<file path="src/rtl/fetch_unit.sv">
// fetch_unit
//   Instruction-fetch stage for the dual-slot decode stage. It drives a 64-bit
//   instruction memory with a registered word address and presents {pc, inst}
//   bundles. It holds a bundle while decode asserts interlock and takes one-cycle
//   branch redirects. A run/halt FSM starts fetching automatically after reset
//   on the main core (AUTO_START=1), or on a start pulse on subcores. An End
//   opcode in the upper slot of an accepted bundle halts fetch.
//
// Ports
//   clk, rstn          clock, synchronous active-low reset
//   start, start_pc    start pulse and fetch address (honoured in IDLE/HALT only)
//   interlock          decode stall: hold the presented bundle
//   branch_flag/pc     one-cycle redirect and its target
//   imem_addr          registered imem word address (low ADDR_W bits of fetch pc)
//   imem_rdata         imem read data, one cycle after imem_addr
//   pc, inst           presented bundle address and data (0 / Nop bundle when idle)
//   busy, done         1 in RUN / 1 in HALT
//
// Optional feature: macro FETCH_PERF_CNT_EN adds the 32-bit wrapping counters
//   perf_bundles, perf_redirects and perf_stalls. They are cleared by reset and
//   by a start that is honoured.
//
// Opcodes: Nop = 6'h00, End = 6'h3F. These are the inst_package values and are
//   kept local so that this file stands alone.

module fetch_unit #(
  parameter int          ADDR_W     = 15,
  parameter logic [31:0] RESET_PC   = 32'h0,
  parameter bit          AUTO_START = 1'b1
) (
  input  logic              clk,
  input  logic              rstn,
  input  logic              start,
  input  logic [31:0]       start_pc,
  input  logic              interlock,
  input  logic              branch_flag,
  input  logic [31:0]       branch_pc,
  output logic [ADDR_W-1:0] imem_addr,
  input  logic [63:0]       imem_rdata,
  output logic [31:0]       pc,
  output logic [63:0]       inst,
  output logic              busy,
  output logic              done
`ifdef FETCH_PERF_CNT_EN
  ,
  output logic [31:0]       perf_bundles,
  output logic [31:0]       perf_redirects,
  output logic [31:0]       perf_stalls
`endif
);

  localparam logic [5:0]  OP_NOP     = 6'h00;
  localparam logic [5:0]  OP_END     = 6'h3F;
  localparam logic [63:0] NOP_BUNDLE = {OP_NOP, 26'b0, OP_NOP, 26'b0};

  localparam logic [1:0] ST_IDLE = 2'd0;
  localparam logic [1:0] ST_RUN  = 2'd1;
  localparam logic [1:0] ST_HALT = 2'd2;

  logic [1:0]  state, state_nxt;
  logic [31:0] fetch_pc_p0, fetch_pc_nxt;
  logic [31:0] out_pc_p1, out_pc_nxt;
  logic        vld_p1, vld_nxt;
  logic [63:0] skid_p1;
  logic        skid_vld_p1, skid_vld_nxt;
  logic        skid_load;
  logic        launch, accept, end_seen;

  always_comb begin
    launch   = ((state == ST_IDLE) && (start || AUTO_START)) ||
               ((state == ST_HALT) && start);
    accept   = (state == ST_RUN) && vld_p1 && !interlock && !branch_flag;
    end_seen = vld_p1 && (inst[63:58] == OP_END);

    state_nxt    = state;
    fetch_pc_nxt = fetch_pc_p0;
    out_pc_nxt   = out_pc_p1;
    vld_nxt      = vld_p1;
    skid_vld_nxt = skid_vld_p1;
    skid_load    = 1'b0;

    case (state)
      ST_IDLE, ST_HALT: begin
        if (launch) begin
          state_nxt    = ST_RUN;
          fetch_pc_nxt = start ? start_pc : RESET_PC;
          vld_nxt      = 1'b0;
          skid_vld_nxt = 1'b0;
        end
      end
      ST_RUN: begin
        if (branch_flag) begin
          fetch_pc_nxt = branch_pc;
          vld_nxt      = 1'b0;
          skid_vld_nxt = 1'b0;
        end else if (interlock) begin
          // imem_addr already points past the held bundle, so its data must
          // be parked in the skid before the next read overwrites it.
          if (vld_p1 && !skid_vld_p1) begin
            skid_load    = 1'b1;
            skid_vld_nxt = 1'b1;
          end
        end else if (end_seen) begin
          state_nxt    = ST_HALT;
          vld_nxt      = 1'b0;
          skid_vld_nxt = 1'b0;
        end else begin
          out_pc_nxt   = fetch_pc_p0;
          vld_nxt      = 1'b1;
          fetch_pc_nxt = fetch_pc_p0 + 32'd1;
          skid_vld_nxt = 1'b0;
        end
      end
      default: state_nxt = ST_IDLE;
    endcase
  end

  // p0: fetch address / imem request
  always_ff @(posedge clk) begin
    if (!rstn) begin
      state       <= ST_IDLE;
      fetch_pc_p0 <= 32'd0;
      imem_addr   <= '0;
      vld_p1      <= 1'b0;
      skid_vld_p1 <= 1'b0;
      busy        <= 1'b0;
      done        <= 1'b0;
    end else begin
      state       <= state_nxt;
      fetch_pc_p0 <= fetch_pc_nxt;
      imem_addr   <= fetch_pc_nxt[ADDR_W-1:0];
      vld_p1      <= vld_nxt;
      skid_vld_p1 <= skid_vld_nxt;
      busy        <= (state_nxt == ST_RUN);
      done        <= (state_nxt == ST_HALT);
    end
  end

  // p1: presented bundle (data registers carry no reset; outputs are gated by vld_p1)
  always_ff @(posedge clk) begin
    out_pc_p1 <= out_pc_nxt;
    if (skid_load) skid_p1 <= imem_rdata;
  end

  assign pc   = vld_p1 ? out_pc_p1 : 32'd0;
  assign inst = vld_p1 ? (skid_vld_p1 ? skid_p1 : imem_rdata) : NOP_BUNDLE;

`ifdef FETCH_PERF_CNT_EN
  always_ff @(posedge clk) begin
    if (!rstn || launch) begin
      perf_bundles   <= 32'd0;
      perf_redirects <= 32'd0;
      perf_stalls    <= 32'd0;
    end else if (state == ST_RUN) begin
      if (accept)      perf_bundles   <= perf_bundles + 32'd1;
      if (branch_flag) perf_redirects <= perf_redirects + 32'd1;
      if (interlock)   perf_stalls    <= perf_stalls + 32'd1;
    end
  end
`endif

endmodule

</file>
<file path="config.mk">
export PLATFORM = sky130hd
export DESIGN_NAME = fetch_unit
export DESIGN_NICKNAME = d
export VERILOG_FILES = /design/src/rtl/fetch_unit.sv
export SDC_FILE = /design/constraint.sdc
export NUM_CORES = 1
export LEC_CHECK = 0
export CAP_MARGIN = 25
export CORE_ASPECT_RATIO = 0.5
export CORE_MARGIN = 2
export CORE_UTILIZATION = 35
export CTS_CLUSTER_SIZE = 25
export DETAILED_ROUTE_END_ITERATION = 10
export PLACE_DENSITY = 0.76
export SLEW_MARGIN = 20
export SYNTH_ARGS = -nofsm -noshare
export SYNTH_HDL_FRONTEND = slang
export SYNTH_SLANG_ARGS = --single-unit
</file>
<file path="constraint.sdc">
create_clock -name clk -period 5.5 [get_ports clk]
set_clock_uncertainty 0.1 [all_clocks]
set_input_delay 0.55 -clock clk [delete_from_list [all_inputs] [get_ports clk]]
set_output_delay 0.55 -clock clk [all_outputs]
set_load 0.01 [all_outputs]
</file>
### Word level (Yosys, flattened, before mapping)

Cells that the tools add are included.

| storage, ports and cells | value |
|---|---|
| register bits | 134 |
| bits of input ports | 133 |
| output and inout bits | 113 |
| word-level logic and storage cells | 61 |

| operators by class | value |
|---|---|
| $add $sub $neg | 1 |
| eq/ne operators | 9 |
| muxes and demuxes | 27 |
| bitwise operators | 3 |
| reduce and logical (&&, ||, !) cells | 12 |

Operators by type and width:

| kind | count |
|---|---|
| $mux W32 | 6 |
| $mux W64 | 2 |
| $pmux W32 S2 | 1 |
| $add A32 B1 Y32 const B | 1 |
| $mux W1 | 11 |
| $mux W2 | 4 |
| $reduce_and A4 Y1 | 2 |
| $eq A6 B6 Y1 const B | 1 |
| $ne A3 B3 Y1 const B | 2 |
| $reduce_and A3 Y1 | 2 |
| $eq A2 B1 Y1 const B | 2 |
| $eq A2 B2 Y1 const B | 2 |
| $ne A4 B3 Y1 const B | 1 |
| $pmux W1 S2 | 2 |
| $pmux W2 S2 | 1 |
| $logic_and A1 B1 Y1 | 3 |
| $not A1 Y1 | 3 |
| $logic_not A2 Y1 | 1 |
| $ne A2 B2 Y1 const B | 1 |
| $reduce_bool A2 Y1 | 1 |
| $reduce_or A2 Y1 | 1 |
| $logic_not A1 Y1 | 1 |
| $logic_or A1 B1 Y1 | 1 |

### Logic depth before layout (Yosys ltp)

| logic depth | value |
|---|---|
| depth after elaboration | 9 |
| mapped depth | 8 |
| mapped depth without buffers | 7 |

### Least setup slack after synthesis

OpenSTA, ideal clock, no wires.

| path | value |
|---|---|
| kind | in2reg |
| start | in branch_flag |
| end | reg out_pc_p1[0] (enable) |
| setup time | 0.471 ns |
| arrival | 3.660 ns |
| slack | 1.269 ns |
| stages on the path | 5 |
| path buffers | 2 |
| cells stage by stage | buf_2 inv_2 nand2_1 clkbuf_1 nor3b_1 |

| on the way | value |
|---|---|
| word-level cells in the longest chain between the ends | 2 |

Ends and longest elaborated chain:

| element | line | source |
|---|---|---|
| start: declaration | 36 | `input logic branch_flag,` |
| $not A1 Y1 (no source line) | - |  |
| $reduce_and A4 Y1 (no source line) | - |  |
| end signal: assignment | 141 | `out_pc_p1 <= out_pc_nxt;` |
| end: declaration | 62 | `logic [31:0] out_pc_p1, out_pc_nxt;` |

No other way between the ends.
A chain may end at the register's enable or synchronous reset.

### Final worst setup path

| path | value |
|---|---|
| start | reg skid_vld_p1 |
| end | out inst[49] |

| on the way | value |
|---|---|
| word-level cells in the longest chain between the ends | 2 |

Ends and longest elaborated chain:

| element | line | source |
|---|---|---|
| start: declaration | 65 | `logic skid_vld_p1, skid_vld_nxt;` |
| start signal: assignment | 133 | `skid_vld_p1 <= skid_vld_nxt;` |
| $mux W64 (2 in a row) | 146 | `assign inst = vld_p1 ? (skid_vld_p1 ? skid_p1 : imem_rdata) : NOP_BUNDLE;` |
| end: declaration | 41 | `output logic [63:0] inst,` |

No other way between the ends.

==> results.md <==
- Status: completed
- Register area: 3650 um2
- Vias in the first global route: around 5,500
- Worst setup SP type: flip-flop
- Main combinational cell family by area after synthesis: simple AND/OR/NAND/NOR gates
- GRT Overall Usage: between 10% and 20%
- CTS tree: done
- Crit path cell chain: buf_4 -> mux2i_1 -> nor2b_1 -> clkdlybuf4s50_1
- Drt total wl: a little under 20,000 um
- R2R Path Start: skid_vld_p1$_SDFFE_PN0P_
- Post-DR vias/cell: 5.07
- Core area: 19,500 um2
- Xor and xnor fraction of the mapped netlist area: 0.875%
- Clock sink total: 134
- Htree depth: 4
- Met2 routed WL: about 10,000 um
- Final hold vios: 0
- CP startpoint: skid_vld_p1$_SDFFE_PN0P_
- Placed cell area: 9570 um2
- Post-synth EDFFs: 96
- ANT cells: 0
- P_leak: 3.37 nW
- Mux contribution to synthesized area: 10.0%
- GP Congestion: around 0.83
- CTS clk-pin slew, worst paths: 0.06 ns
- Fraction of layout cells with a size suffix above 1: 7.29%
- Max-cap violation count: 0
- Rows: 36
- Metal3 WL: 840 um
- Die Span X: 204 um
- Crit path time final: approximately 3.2 ns
- Initial antenna violation count: 0
- DR DRC count: 0
- Mapped Avg Cell Area: 11.0 um2
- Final period util: 58.5%
- Routed Antenna Nets: 0
- Critical path arrival: approximately 2.6 ns
- Hold buffers post-CTS: 0
- Hold Path Origin: fetch_pc_p0[31]$_SDFFE_PN0P_
- Met1 WL: 8380 um
- Pin count of the biggest net entering global routing: 102
- HPWL after DPL: between 10,000 and 15,000 um
- Post-cts sizing count: 0
- Adder-Cell Fraction of Synth Area: less than 1%
- Max FO, Critical Path: 37
- Slew at the pin with the worst max-slew slack: 0.952 ns
- Clock tree buffer depth: 2
- Die Height: between 100 and 150 um
- Die ar.: 21,200 um2
- YS warnings: 0
- Drt first pass iters: 4
- Power Density: between 200 and 300 nW/um2
- CTS root buffer: clkbuf_16
- Critical Path RT: just under 5 ns
- Count of cell types in the netlist: 62
- Routed vias: 5,731
- Syn Nets: 770
- Layout Nets: a little under 1,000
- Total power draw: 2.63 mW
- Pins Over Slew Limit: 0
- Layout area overhead: 45.5%
- Final setup fails: 0
- Post-synthesis compound-gate area fraction: between 10% and 20%
- Kind of critical path: flip-flop to output pin
- Multi-input logic area: 3050 um2
- Sequential area share after synthesis: about 52%
- RSZ-0062 raised after global routing: false
- CTS Buf Count: 17
- Max incr delay on CP: ~0.66 ns
- Crit end category: output pin
- Total negative setup slack: 0 ns
- Layout fillers: about 1,700
- Post-synthesis register bit count: 134
- Ys flop type: edfxtp_1
- IO buf count: 245
- Post-synth ARST share: 0%
- Uppermost layer routed: met4
- Total gr overflow: 0
- Max_slew headroom: 36.5%
- Post-Syn Area: 7010 um2
- Setup Buffers After CTS: 0
- Initial Util: 35.8%
- Peak supply drop: 186 uV
- Maximum operating frequency: about 310 MHz
- Wirelength per Cell: 17.4 um
- First-pass GRT wire length: 30,400 um
- Slowest CP cell: dfxtp_4
- Worst Hold Class: flip-flop to flip-flop
- IO Pins: 246
- Worst skew pair latency: 0.41 ns
- Final Cell Area: slightly above 10,000 um2
- Starting DRC count in detailed routing: approximately 460
- Simple-gate area share of the yosys netlist: 18.9%
- Cells after Synth: 636
## logic make-up (layout without fill, tap and decap cells)
family,after synthesis,after routing
XOR/XNOR,7,7
multiplexers,70,70
buffers and inverters,63,291
adder cells (fa/ha/maj),1,1
AND/OR/NAND/NOR,224,224
flip-flops,134,134
AO/OA/AOI/OAI,137,137
## where the power goes
| part | total, mW | internal, mW | leakage, nW | switching, mW |
|---|---|---|---|---|
| Clock | 1.21 | 0.771 | 0.298 | 0.435 |
| Combinational | 0.284 | 0.167 | 1.89 | 0.117 |
| Sequential | 1.14 | 1.11 | 1.19 | 0.0323 |
| Total | 2.63 | 2.05 | 3.37 | 0.584 |
## worst max-delay path: cells and delay by family (launching register included)
kind | cells | cell delay [ns]
DFF | 1 | 0.66
and+or+nand+nor | 1 | 0.14
buffers and inverters | 2 | 1.14
muxes | 1 | 0.18
## stage by stage
step	utilization [%]	std cells	hold slack [ns]	worst slack (ns)
6_report	52.1	1130	0.406	2.28
5_1_grt	52.1	1130	0.402	2.11
4_1_cts	52.1	1130	0.396	2.22
3_5_place_dp	48.9	1098	0.376	1.87
3_3_place_gp	48.9	1098	0.367	1.97
2_1_floorplan	-	636	0.326	1.27
## layout make-up
| cell class | instances | area share [%] |
|---|---|---|
| repair buffers | 253 | 24.7 |
| inverters | 6 | 0.221 |
| clock buffers | 20 | 4.38 |
| well taps | 266 | 3.27 |
| clock inverters | 12 | 1.72 |
| multi-input cells | 439 | 30.0 |
| flip-flops and latches | 134 | 35.8 |
## synth_stat cells, drive strengths merged, types with 4 or more instances
| master | n | share of area (%) |
|---|---|---|
| a21boi | 15 | 1.6 |
| a21oi | 17 | 1.2 |
| a22o | 8 | 1.0 |
| a22oi | 12 | 1.3 |
| a31oi | 5 | 0.66 |
| a32o | 7 | 1.0 |
| and2 | 37 | 3.3 |
| buf | 33 | 3.0 |
| clkbuf | 24 | 1.3 |
| dfxtp | 38 | 11 |
| edfxtp | 96 | 41 |
| inv | 6 | 0.32 |
| mux2i | 69 | 9.9 |
| nand2 | 42 | 2.4 |
| nand3 | 17 | 1.2 |
| nand4 | 9 | 1.3 |
| nor2 | 22 | 1.3 |
| nor2b | 64 | 5.7 |
| nor3 | 18 | 1.7 |
| nor4 | 4 | 0.75 |
| o211a | 4 | 0.57 |
| o21a | 4 | 0.43 |
| o21ai | 46 | 3.3 |
| o41ai | 4 | 0.50 |
| xnor2 | 6 | 0.75 |
## worst paths after layout
kind / to / slack, ns / cells after the start
min reg2reg: out_pc_p1[31]$_DFFE_PP_ / 0.41 / 0
min: out_pc_p1[31]$_DFFE_PP_ / 0.41 / 0
max reg2reg: fetch_pc_p0[26]$_SDFFE_PN0P_ / 2.71 / 6
max: inst[49] / 2.28 / 4
## flip-flops by register name, summed over array words and instances, names as in the netlist
name / count
done: 1
state: 2
skid_vld_p1: 1
skid_p1: 64
fetch_pc_p0: 32
vld_p1: 1
busy: 1
out_pc_p1: 32
## placed cells by master, fill, tap and decap left out, types with 12 or more instances in the layout
master	instances
a21boi_0	13
a21oi_1	17
a22oi_1	12
and2_1	37
clkbuf_16	17
clkdlybuf4s50_1	245
dfxtp_1	36
edfxtp_1	96
mux2i_1	69
nand2_1	39
nand3_1	17
nor2_1	20
nor2b_1	64
nor3_1	15
o21ai_0	44
## routing by layer
layer,GRT usage (%),vias up
met5,0,-
met4,6.52,0
met3,3.32,27
met2,31.8,170
met1,22.3,2768
li1,-,2766
No activity file was read; power rests on OpenSTA's default activity.
